==> src/rtl/node_port_tx_pkg.sv <==
// Shared types for the TIS-100 node transmit port: word type, destination codes and FSM states.
package node_port_tx_pkg;
  localparam int WORD_W     = 11;
  localparam int NUM_PORTS  = 4;
  localparam int PORT_IDX_W = 2;

  typedef logic signed [WORD_W-1:0] word_t;
  typedef logic [PORT_IDX_W-1:0]    port_idx_t;

  // Code 7 has no member here; the transmitter treats it like NIL.
  typedef enum logic [2:0] {
    UP    = 3'd0,
    RIGHT = 3'd1,
    DOWN  = 3'd2,
    LEFT  = 3'd3,
    ANY   = 3'd4,
    LAST  = 3'd5,
    NIL   = 3'd6
  } port_dir_t;

  typedef enum logic [1:0] {
    IDLE = 2'd0,
    ARB  = 2'd1,
    SEND = 2'd2
  } tx_state_t;

  function automatic logic [NUM_PORTS-1:0] port_onehot(input port_idx_t idx);
    logic [NUM_PORTS-1:0] oh;
    oh      = '0;
    oh[idx] = 1'b1;
    return oh;
  endfunction
endpackage

==> src/rtl/node_port_tx_any_arbiter.sv <==
// Picks the ANY-write destination from the neighbours' ready vector.
// TX_ANY_RR_EN: round-robin from the port after the last ANY winner; otherwise UP>RIGHT>DOWN>LEFT.
module node_port_tx_any_arbiter
  import node_port_tx_pkg::*;
(
`ifdef TX_ANY_RR_EN
  input  logic                 clk,
  input  logic                 nrst,
  input  logic                 advance_i,
  input  port_idx_t            last_win_i,
`endif
  input  logic [NUM_PORTS-1:0] ready_i,
  output logic                 any_o,
  output port_idx_t            winner_o
);

  assign any_o = |ready_i;

`ifdef TX_ANY_RR_EN
  port_idx_t ptr_q;
  port_idx_t cand;

  always_ff @(posedge clk) begin
    if (!nrst) begin
      ptr_q <= '0;
    end else if (advance_i) begin
      ptr_q <= last_win_i + port_idx_t'(1);
    end
  end

  // Walk downward so the ready port closest to ptr_q is the last assignment.
  always_comb begin
    winner_o = '0;
    cand     = '0;
    for (int k = NUM_PORTS - 1; k >= 0; k--) begin
      cand = ptr_q + port_idx_t'(k);
      if (ready_i[cand]) winner_o = cand;
    end
  end
`else
  always_comb begin
    winner_o = '0;
    for (int k = NUM_PORTS - 1; k >= 0; k--) begin
      if (ready_i[k]) winner_o = port_idx_t'(k);
    end
  end
`endif

endmodule

==> src/rtl/node_port_tx.sv <==
// TIS-100 node transmit port: blocking MOV to UP/RIGHT/DOWN/LEFT/ANY/LAST/NIL with LAST tracking.
// Optional macro TX_ANY_RR_EN selects round-robin ANY arbitration.
module node_port_tx
  import node_port_tx_pkg::*;
(
  input  logic                              clk,
  input  logic                              nrst,
  input  logic                              send,
  input  logic [2:0]                        dir,
  input  word_t                             data_in,
  output logic                              busy,
  output logic                              done,
  output logic [NUM_PORTS-1:0][WORD_W-1:0]  tx_data,
  output logic [NUM_PORTS-1:0]              tx_valid,
  input  logic [NUM_PORTS-1:0]              tx_ready,
  output port_idx_t                         last_dir,
  output logic                              last_valid,
  output tx_state_t                         dbg_state_o
);

  // Handshake: a word moves on port i at a clock edge where tx_valid[i] & tx_ready[i].
  // tx_valid[i] is held until that edge; a raised tx_ready[i] is likewise held by the receiver.

  tx_state_t            state_q;
  word_t                data_q;
  port_idx_t            target_q;
  logic                 any_q;
  logic [NUM_PORTS-1:0] tx_valid_q;
  logic                 done_q;
  port_idx_t            last_dir_q;
  logic                 last_valid_q;

  logic      xfer;
  logic      arb_any;
  port_idx_t arb_winner;

  assign xfer = |(tx_valid_q & tx_ready);

  node_port_tx_any_arbiter u_arb (
`ifdef TX_ANY_RR_EN
    .clk        (clk),
    .nrst       (nrst),
    .advance_i  ((state_q == SEND) && xfer && any_q),
    .last_win_i (target_q),
`endif
    .ready_i    (tx_ready),
    .any_o      (arb_any),
    .winner_o   (arb_winner)
  );

  always_ff @(posedge clk) begin
    if (!nrst) begin
      state_q      <= IDLE;
      data_q       <= '0;
      target_q     <= '0;
      any_q        <= 1'b0;
      tx_valid_q   <= '0;
      done_q       <= 1'b0;
      last_dir_q   <= '0;
      last_valid_q <= 1'b0;
    end else begin
      done_q <= 1'b0;
      case (state_q)
        IDLE: begin
          if (send) begin
            data_q <= data_in;
            any_q  <= 1'b0;
            case (port_dir_t'(dir))
              UP, RIGHT, DOWN, LEFT: begin
                target_q   <= dir[1:0];
                tx_valid_q <= port_onehot(dir[1:0]);
                state_q    <= SEND;
              end
              ANY: begin
                any_q   <= 1'b1;
                state_q <= ARB;
              end
              LAST: begin
                if (last_valid_q) begin
                  target_q   <= last_dir_q;
                  tx_valid_q <= port_onehot(last_dir_q);
                  state_q    <= SEND;
                end else begin
                  done_q <= 1'b1;
                end
              end
              // NIL and the reserved code discard the word without stalling.
              default: done_q <= 1'b1;
            endcase
          end
        end
        ARB: begin
          if (arb_any) begin
            target_q   <= arb_winner;
            tx_valid_q <= port_onehot(arb_winner);
            state_q    <= SEND;
          end
        end
        SEND: begin
          if (xfer) begin
            tx_valid_q <= '0;
            done_q     <= 1'b1;
            state_q    <= IDLE;
            if (any_q) begin
              last_dir_q   <= target_q;
              last_valid_q <= 1'b1;
            end
          end
        end
        default: begin
          tx_valid_q <= '0;
          state_q    <= IDLE;
        end
      endcase
    end
  end

  assign busy        = (state_q != IDLE);
  assign done        = done_q;
  assign tx_valid    = tx_valid_q;
  assign tx_data     = {NUM_PORTS{data_q}};
  assign last_dir    = last_dir_q;
  assign last_valid  = last_valid_q;
  assign dbg_state_o = state_q;

endmodule
==> config.mk <==
export PLATFORM = sky130hd
export DESIGN_NAME = node_port_tx
export DESIGN_NICKNAME = d
export VERILOG_FILES = /design/src/rtl/node_port_tx_pkg.sv /design/src/rtl/node_port_tx_any_arbiter.sv /design/src/rtl/node_port_tx.sv
export SDC_FILE = /design/constraint.sdc
export NUM_CORES = 1
export LEC_CHECK = 0
export CAP_MARGIN = 20
export CELL_PAD_IN_SITES_DETAIL_PLACEMENT = 1
export CELL_PAD_IN_SITES_GLOBAL_PLACEMENT = 1
export CORE_ASPECT_RATIO = 0.6
export CORE_MARGIN = 3
export CORE_UTILIZATION = 28
export CTS_BUF_LIST = sky130_fd_sc_hd__clkbuf_4 sky130_fd_sc_hd__clkbuf_8
export DETAILED_ROUTE_END_ITERATION = 12
export GPL_ROUTABILITY_DRIVEN = 0
export HOLD_SLACK_MARGIN = 0.12
export PLACE_DENSITY_LB_ADDON = 0.12
export SYNTH_ARGS = -nofsm -noshare
export SYNTH_HDL_FRONTEND = slang
export SYNTH_SLANG_ARGS = --single-unit
==> constraint.sdc <==
create_clock -name clk -period 1.9 [get_ports clk]
set_input_delay 0.38 -clock clk [delete_from_list [all_inputs] [get_ports clk]]
set_output_delay 0.38 -clock clk [all_outputs]
set_load 0.02 [all_outputs]
* Yosys cells after proc, flatten, opt, wreduce, memory -nomap -nowiden
Index checks and enable logic that the tools add are counted.
** Cells by class
- Multiplexer cells :: 33
- Reductions and logical operators :: 16
- Eq/ne operators :: 13
- Add/sub/neg operators :: 0
- Bitwise gates (word level) :: 1
- Shift operators :: 0
- Div/mod/pow operators :: 0
- Multipliers :: 0
- $lt $le $gt $ge :: 6
** Operators with widths (count)
- 2-to-1 mux 2 bit :: 11
- 2-to-1 mux 4 bit :: 4
- AND reduction 5 bit :: 3
- case mux 2 bit (3 select lines) :: 2
- case mux 4 bit (3 select lines) :: 1
- OR reduction 4 bit :: 3
- less-than comparator 2 x 3 -> 1 bit (second input constant) :: 3
- case mux 2 bit (2 select lines) :: 2
- case mux 4 bit (2 select lines) :: 1
- 2-to-1 mux 1 bit :: 7
- demux 1 bit (select 2 bit) :: 3
- equality test 3 x 2 -> 1 bit (second input constant) :: 2
- equality test 3 bit (second input constant) :: 2
- greater-or-equal comparator 2 x 1 -> 1 bit (second input constant) :: 3
- != test 2 bit (second input constant) :: 3
- OR reduction 5 bit :: 1
- bitwise AND 4 bit :: 1
- != test 4 x 1 -> 1 bit (second input constant) :: 1
- case mux 1 bit (2 select lines) :: 2
- nonzero test 2 bit :: 2
- equality test 3 x 1 -> 1 bit (second input constant) :: 1
- logical AND 1 bit :: 3
- logical NOT 3 bit :: 1
- != test 3 x 1 -> 1 bit (second input constant) :: 1
- other kinds (6) :: 6
** Storage, ports and cells
- Output and inout port bits :: 55
- Bits in writable memories :: 0
- ROM bits :: 0
- Bits in latches :: 0
- Word-level logic and storage cells :: 77
- Memories :: 0
- Bits in registers :: 24

* Depth between registers and ports, before layout
- Depth in word-level cells :: 10
- Gate-level depth with buffers :: 6
- Mapped depth without buffers :: 5

* By module
From an unflattened synthesis, not the netlist that was laid out.
** Unflattened totals
- Cells, all modules :: 177
- Area total of the unflattened synthesis :: 1456.4 µm²
** Modules (own cells, without submodules)
- node_port_tx :: sequential area each 480.5 µm², times used 1, cells each 170, area each 1421.4 µm²
- node_port_tx_any_arbiter :: sequential area each 0.0 µm², times used 1, cells each 7, area each 35.0 µm²

* Worst setup path after synthesis
OpenSTA, ideal clock, no wires.
- Path kind :: input to register
- Start :: in dir[2]
- End :: reg tx_valid_q[0], in the netlist tx_valid[0]
- Data required time :: 1.827 ns
- Library setup time :: 0.073 ns
- Path buffers :: 1
- Stages :: 5
- Slack :: 0.394 ns
- Arrival :: 1.433 ns
- Cell sequence :: buf_6 -> or3b_1 -> a211o_1 -> a211o_1 -> mux2i_1
** On the way
- Longest elaborated chain between the ends :: 5
** Ends and longest elaborated chain
- from (decl) :: line node_port_tx.sv:9 : input logic [2:0] dir,
- equality test 3 x 1 -> 1 bit, or another cell as far along :: line node_port_tx.sv:68 : case (port_dir_t'(dir))
- OR reduction 4 bit :: line node_port_tx.sv:68
- case mux 4 bit (2 select lines) :: line node_port_tx.sv:68
- 2-to-1 mux 4 bit :: line node_port_tx.sv:65 : if (send) begin
- case mux 4 bit (3 select lines) :: line node_port_tx.sv:63 : case (state_q)
- to (signal assigned) :: line node_port_tx.sv:71 : tx_valid_q <= port_onehot(dir[1:0]);
- to (signal assigned) :: line node_port_tx.sv:81 : tx_valid_q <= port_onehot(last_dir_q);
- to (signal assigned) :: line node_port_tx.sv:95 : tx_valid_q <= port_onehot(arb_winner);
- to (decl) :: line node_port_tx.sv:28 : logic [NUM_PORTS-1:0] tx_valid_q;
Several ways; a longest one is shown, not always the timed one. The select of a mux whose other input is x is not followed.
A chain may end at the register's enable or synchronous reset.

* Worst setup path in the final report
- Start :: reg state_q[0], in the netlist dbg_state_o[0]
- End :: out dbg_state_o[0]
** RTL lines
- from (decl) :: line node_port_tx.sv:24 : tx_state_t state_q;
- from (signal assigned) :: line node_port_tx.sv:53 : state_q <= IDLE;
- from (signal assigned) :: line node_port_tx.sv:72 : state_q <= SEND;
- from (signal assigned) :: line node_port_tx.sv:76 : state_q <= ARB;
- to (decl) :: line node_port_tx.sv:18 : output tx_state_t dbg_state_o
No word-level cell between the ends.

==> out/qor.txt <==
PortBufs: 75
Hold WS: 472 ps
Worst-skew pair later-pin latency: 270 ps
Largest net degree at the start of global routing: 15
Inserted Diodes: 0
Core Rows: 19
Mapped Area: 1430 um^2
Final Max Tran Viols: 0
Sequential area share after synthesis: 33.6%
LEAKAGE: 0.802 nW
Top Metal Used: met4
Clock-pin slew on the worst setup and hold paths: 90 ps
Final #Nets: 255
RR Endpoint: tx_valid[3]$_SDFFE_PN0P_
Final min period: 1830 ps
# setup viols final: 0
H-tree levels: 1
Worst setup EP type: output pin
Fmax achieved: 548 MHz
Setup ws final: 74.0 ps
Boundary Pins: 76
Met1 Wirelength: 2270 um
Number of iterations in the first detailed-routing pass: 4
Dpl ws: -93.6 ps
Commonest non-fill, non-tap cell in the layout: clkdlybuf4s50_1
Area Overhead vs Synth: 49.5%
CP arrival: 1450 ps
DP HPWL: 3670 um
Syn avg cell area: 7.99 um^2
Total GRT Usage: 15.2%
Synth unique cells: 33
Core area: 4750 um^2
CP Launch Type: register
Height of the die: 61.4 um
Hold Crit Start: any_q$_SDFFE_PN0P_
CP max FO: 14
Die width: 98.3 um
WL per Instance: 15.5 um
Share of cells above drive strength 1: 9.44%
Final Hold Vio Count: 0
Final cell count without fillers: 296
Reg2reg path depth: 6
Worst reg2reg setup slack: 280 ps
Antenna Nets Post-Route: 0
Clock sink count: 24
Synth Warn #: 0
Clock Skew: 5.42 ps
RSZ-0062 raised after global routing: false
Drt first-iter violations: 16
CTS tree: done
Syn nets: 200
Global-route wire length before repair: 7190 um
Number of global-route vias before repair: 1446
Initial Utilization: 30.1%
Slew HR: 74.1%
Worst EP required: 1520 ps
Grt total ovfl: 0
Post-CTS Setup Repair Bufs: 0
Status: complete, no violations
WHS Path Cells: 2
Total negative slack: 0 ps
PD cells: 631 nW/um^2
Via/cell ratio: 4.71
Dpl cells: 292
Post-layout util: 45.0%
Peak supply drop: 0.000247 V
Measured slew at the worst slew-check pin: 384 ps
Max Cap Violations: 0
Hold Path End: any_q$_SDFFE_PN0P_
Commonest non-fill, non-tap cells in the layout: 74 x clkdlybuf4s50_1, 34 x nand2_1, 24 x dfxtp_1
Wire length on met2: 2020 um
Final period util: 96.1%
Hold crit path type: register to register
Die Area: 6030 um^2
Met3 wire len: 236 um
Reg2reg start: dbg_state_o[0]$_SDFFE_PN0P_
Crit Path Category: register to output pin
Residual DRC: 0
Total Wirelength: 4580 um
Vias after detailed routing: 1394
Initial antenna violation count: 0
CTS root buf: clkbuf_8
Total CTS buffers: 3
Clk buf depth: 2
Synthesized flop and latch total: 24
Synthesized netlist cell count: 179
timing repair:
item                       in CTS  in global routing
setup endpoints to repair       1                  0
resized for setup               1                  0
hold buffers                    0                  0
kinds of logic (layout without fill, tap and decap cells):
group | after synthesis | count (layout) | share of synthesized area [%]
multiplexers | 8 | 8 | 5.60
buffers and inverters | 45 | 99 | 21.7
AO/OA/AOI/OAI | 37 | 37 | 15.8
flip-flops | 24 | 24 | 33.6
AND/OR/NAND/NOR | 65 | 65 | 23.3
worst max path at each step:
stage,start,endpoint
final,dbg_state_o[0]$_SDFFE_PN0P_,dbg_state_o[0]
after global routing,dbg_state_o[1]$_SDFFE_PN0P_,dbg_state_o[1]
after CTS,dbg_state_o[0]$_SDFFE_PN0P_,dbg_state_o[0]
after detailed placement,tx_ready[2],tx_valid[3]$_SDFFE_PN0P_
after global placement,dir[2],tx_valid[0]$_SDFFE_PN0P_
after floorplan,dir[2],tx_valid[0]$_SDFFE_PN0P_
stage by stage:
stage                     power (W)  area [um^2]
after floorplan            0.000830         1430
after global placement      0.00100         2080
after detailed placement    0.00101         2080
after CTS                   0.00137         2140
after global routing        0.00142         2140
final                       0.00135         2140
layer usage:
layer  vias to the layer above  GRT usage [%]
li1                        685              -
met1                       657           19.9
met2                        45           25.2
met3                         7           4.64
met4                         0           3.50
met5                         -              0
worst max-delay path, cell delays in order (launching register included):
cell	delay (ps)
dfxtp_1	340
buf_4	200
clkdlybuf4s50_1	630
synthesized netlist by cell type, drive strengths merged:
cell	count	share of area [%]
a22oi	3	1.6
nand2b	2	0.87
and2	1	0.44
nor2	7	1.8
buf	37	20
nand3b	2	1.0
nor3	3	1.0
nand2	34	8.9
clkinv	1	0.26
o32ai	1	0.61
o211ai	3	1.6
dfxtp	24	34
mux2i	8	5.6
inv	3	0.79
a31oi	2	0.87
clkbuf	4	1.0
a2bb2oi	1	0.61
o21ai	5	1.7
a21oi	17	5.9
a21o	1	0.53
and4	1	0.61
a211oi	1	0.53
a211o	2	1.2
nor3b	3	1.6
nand4b	1	0.61
or3b	5	3.1
nor4b	1	1.0
o311ai	1	0.61
nor2b	4	1.7
or3	1	0.44
final cells by class:
class,instances,area (um^2)
fillers,571,2620
repair buffers,91,870
multi-input cells,110,639
inverters,4,15.0
flip-flops and latches,24,480
well taps,63,78.8
clock buffers,4,55.1
power breakdown:
group	switching, W	leakage [nW]	internal, W
sequential	0.0000264	0.196	0.000530
clock	0.000166	0.0288	0.000185
combinational	0.000224	0.578	0.000218
sequential cells by signal, indices dropped and copies added, names as in the netlist:
register and flops:
tx_valid 4, dbg_state_o 2, last_dir 2, data_q 11
last_valid 1, any_q 1, target_q 2, done 1
Power figures use the tool's default switching activity.
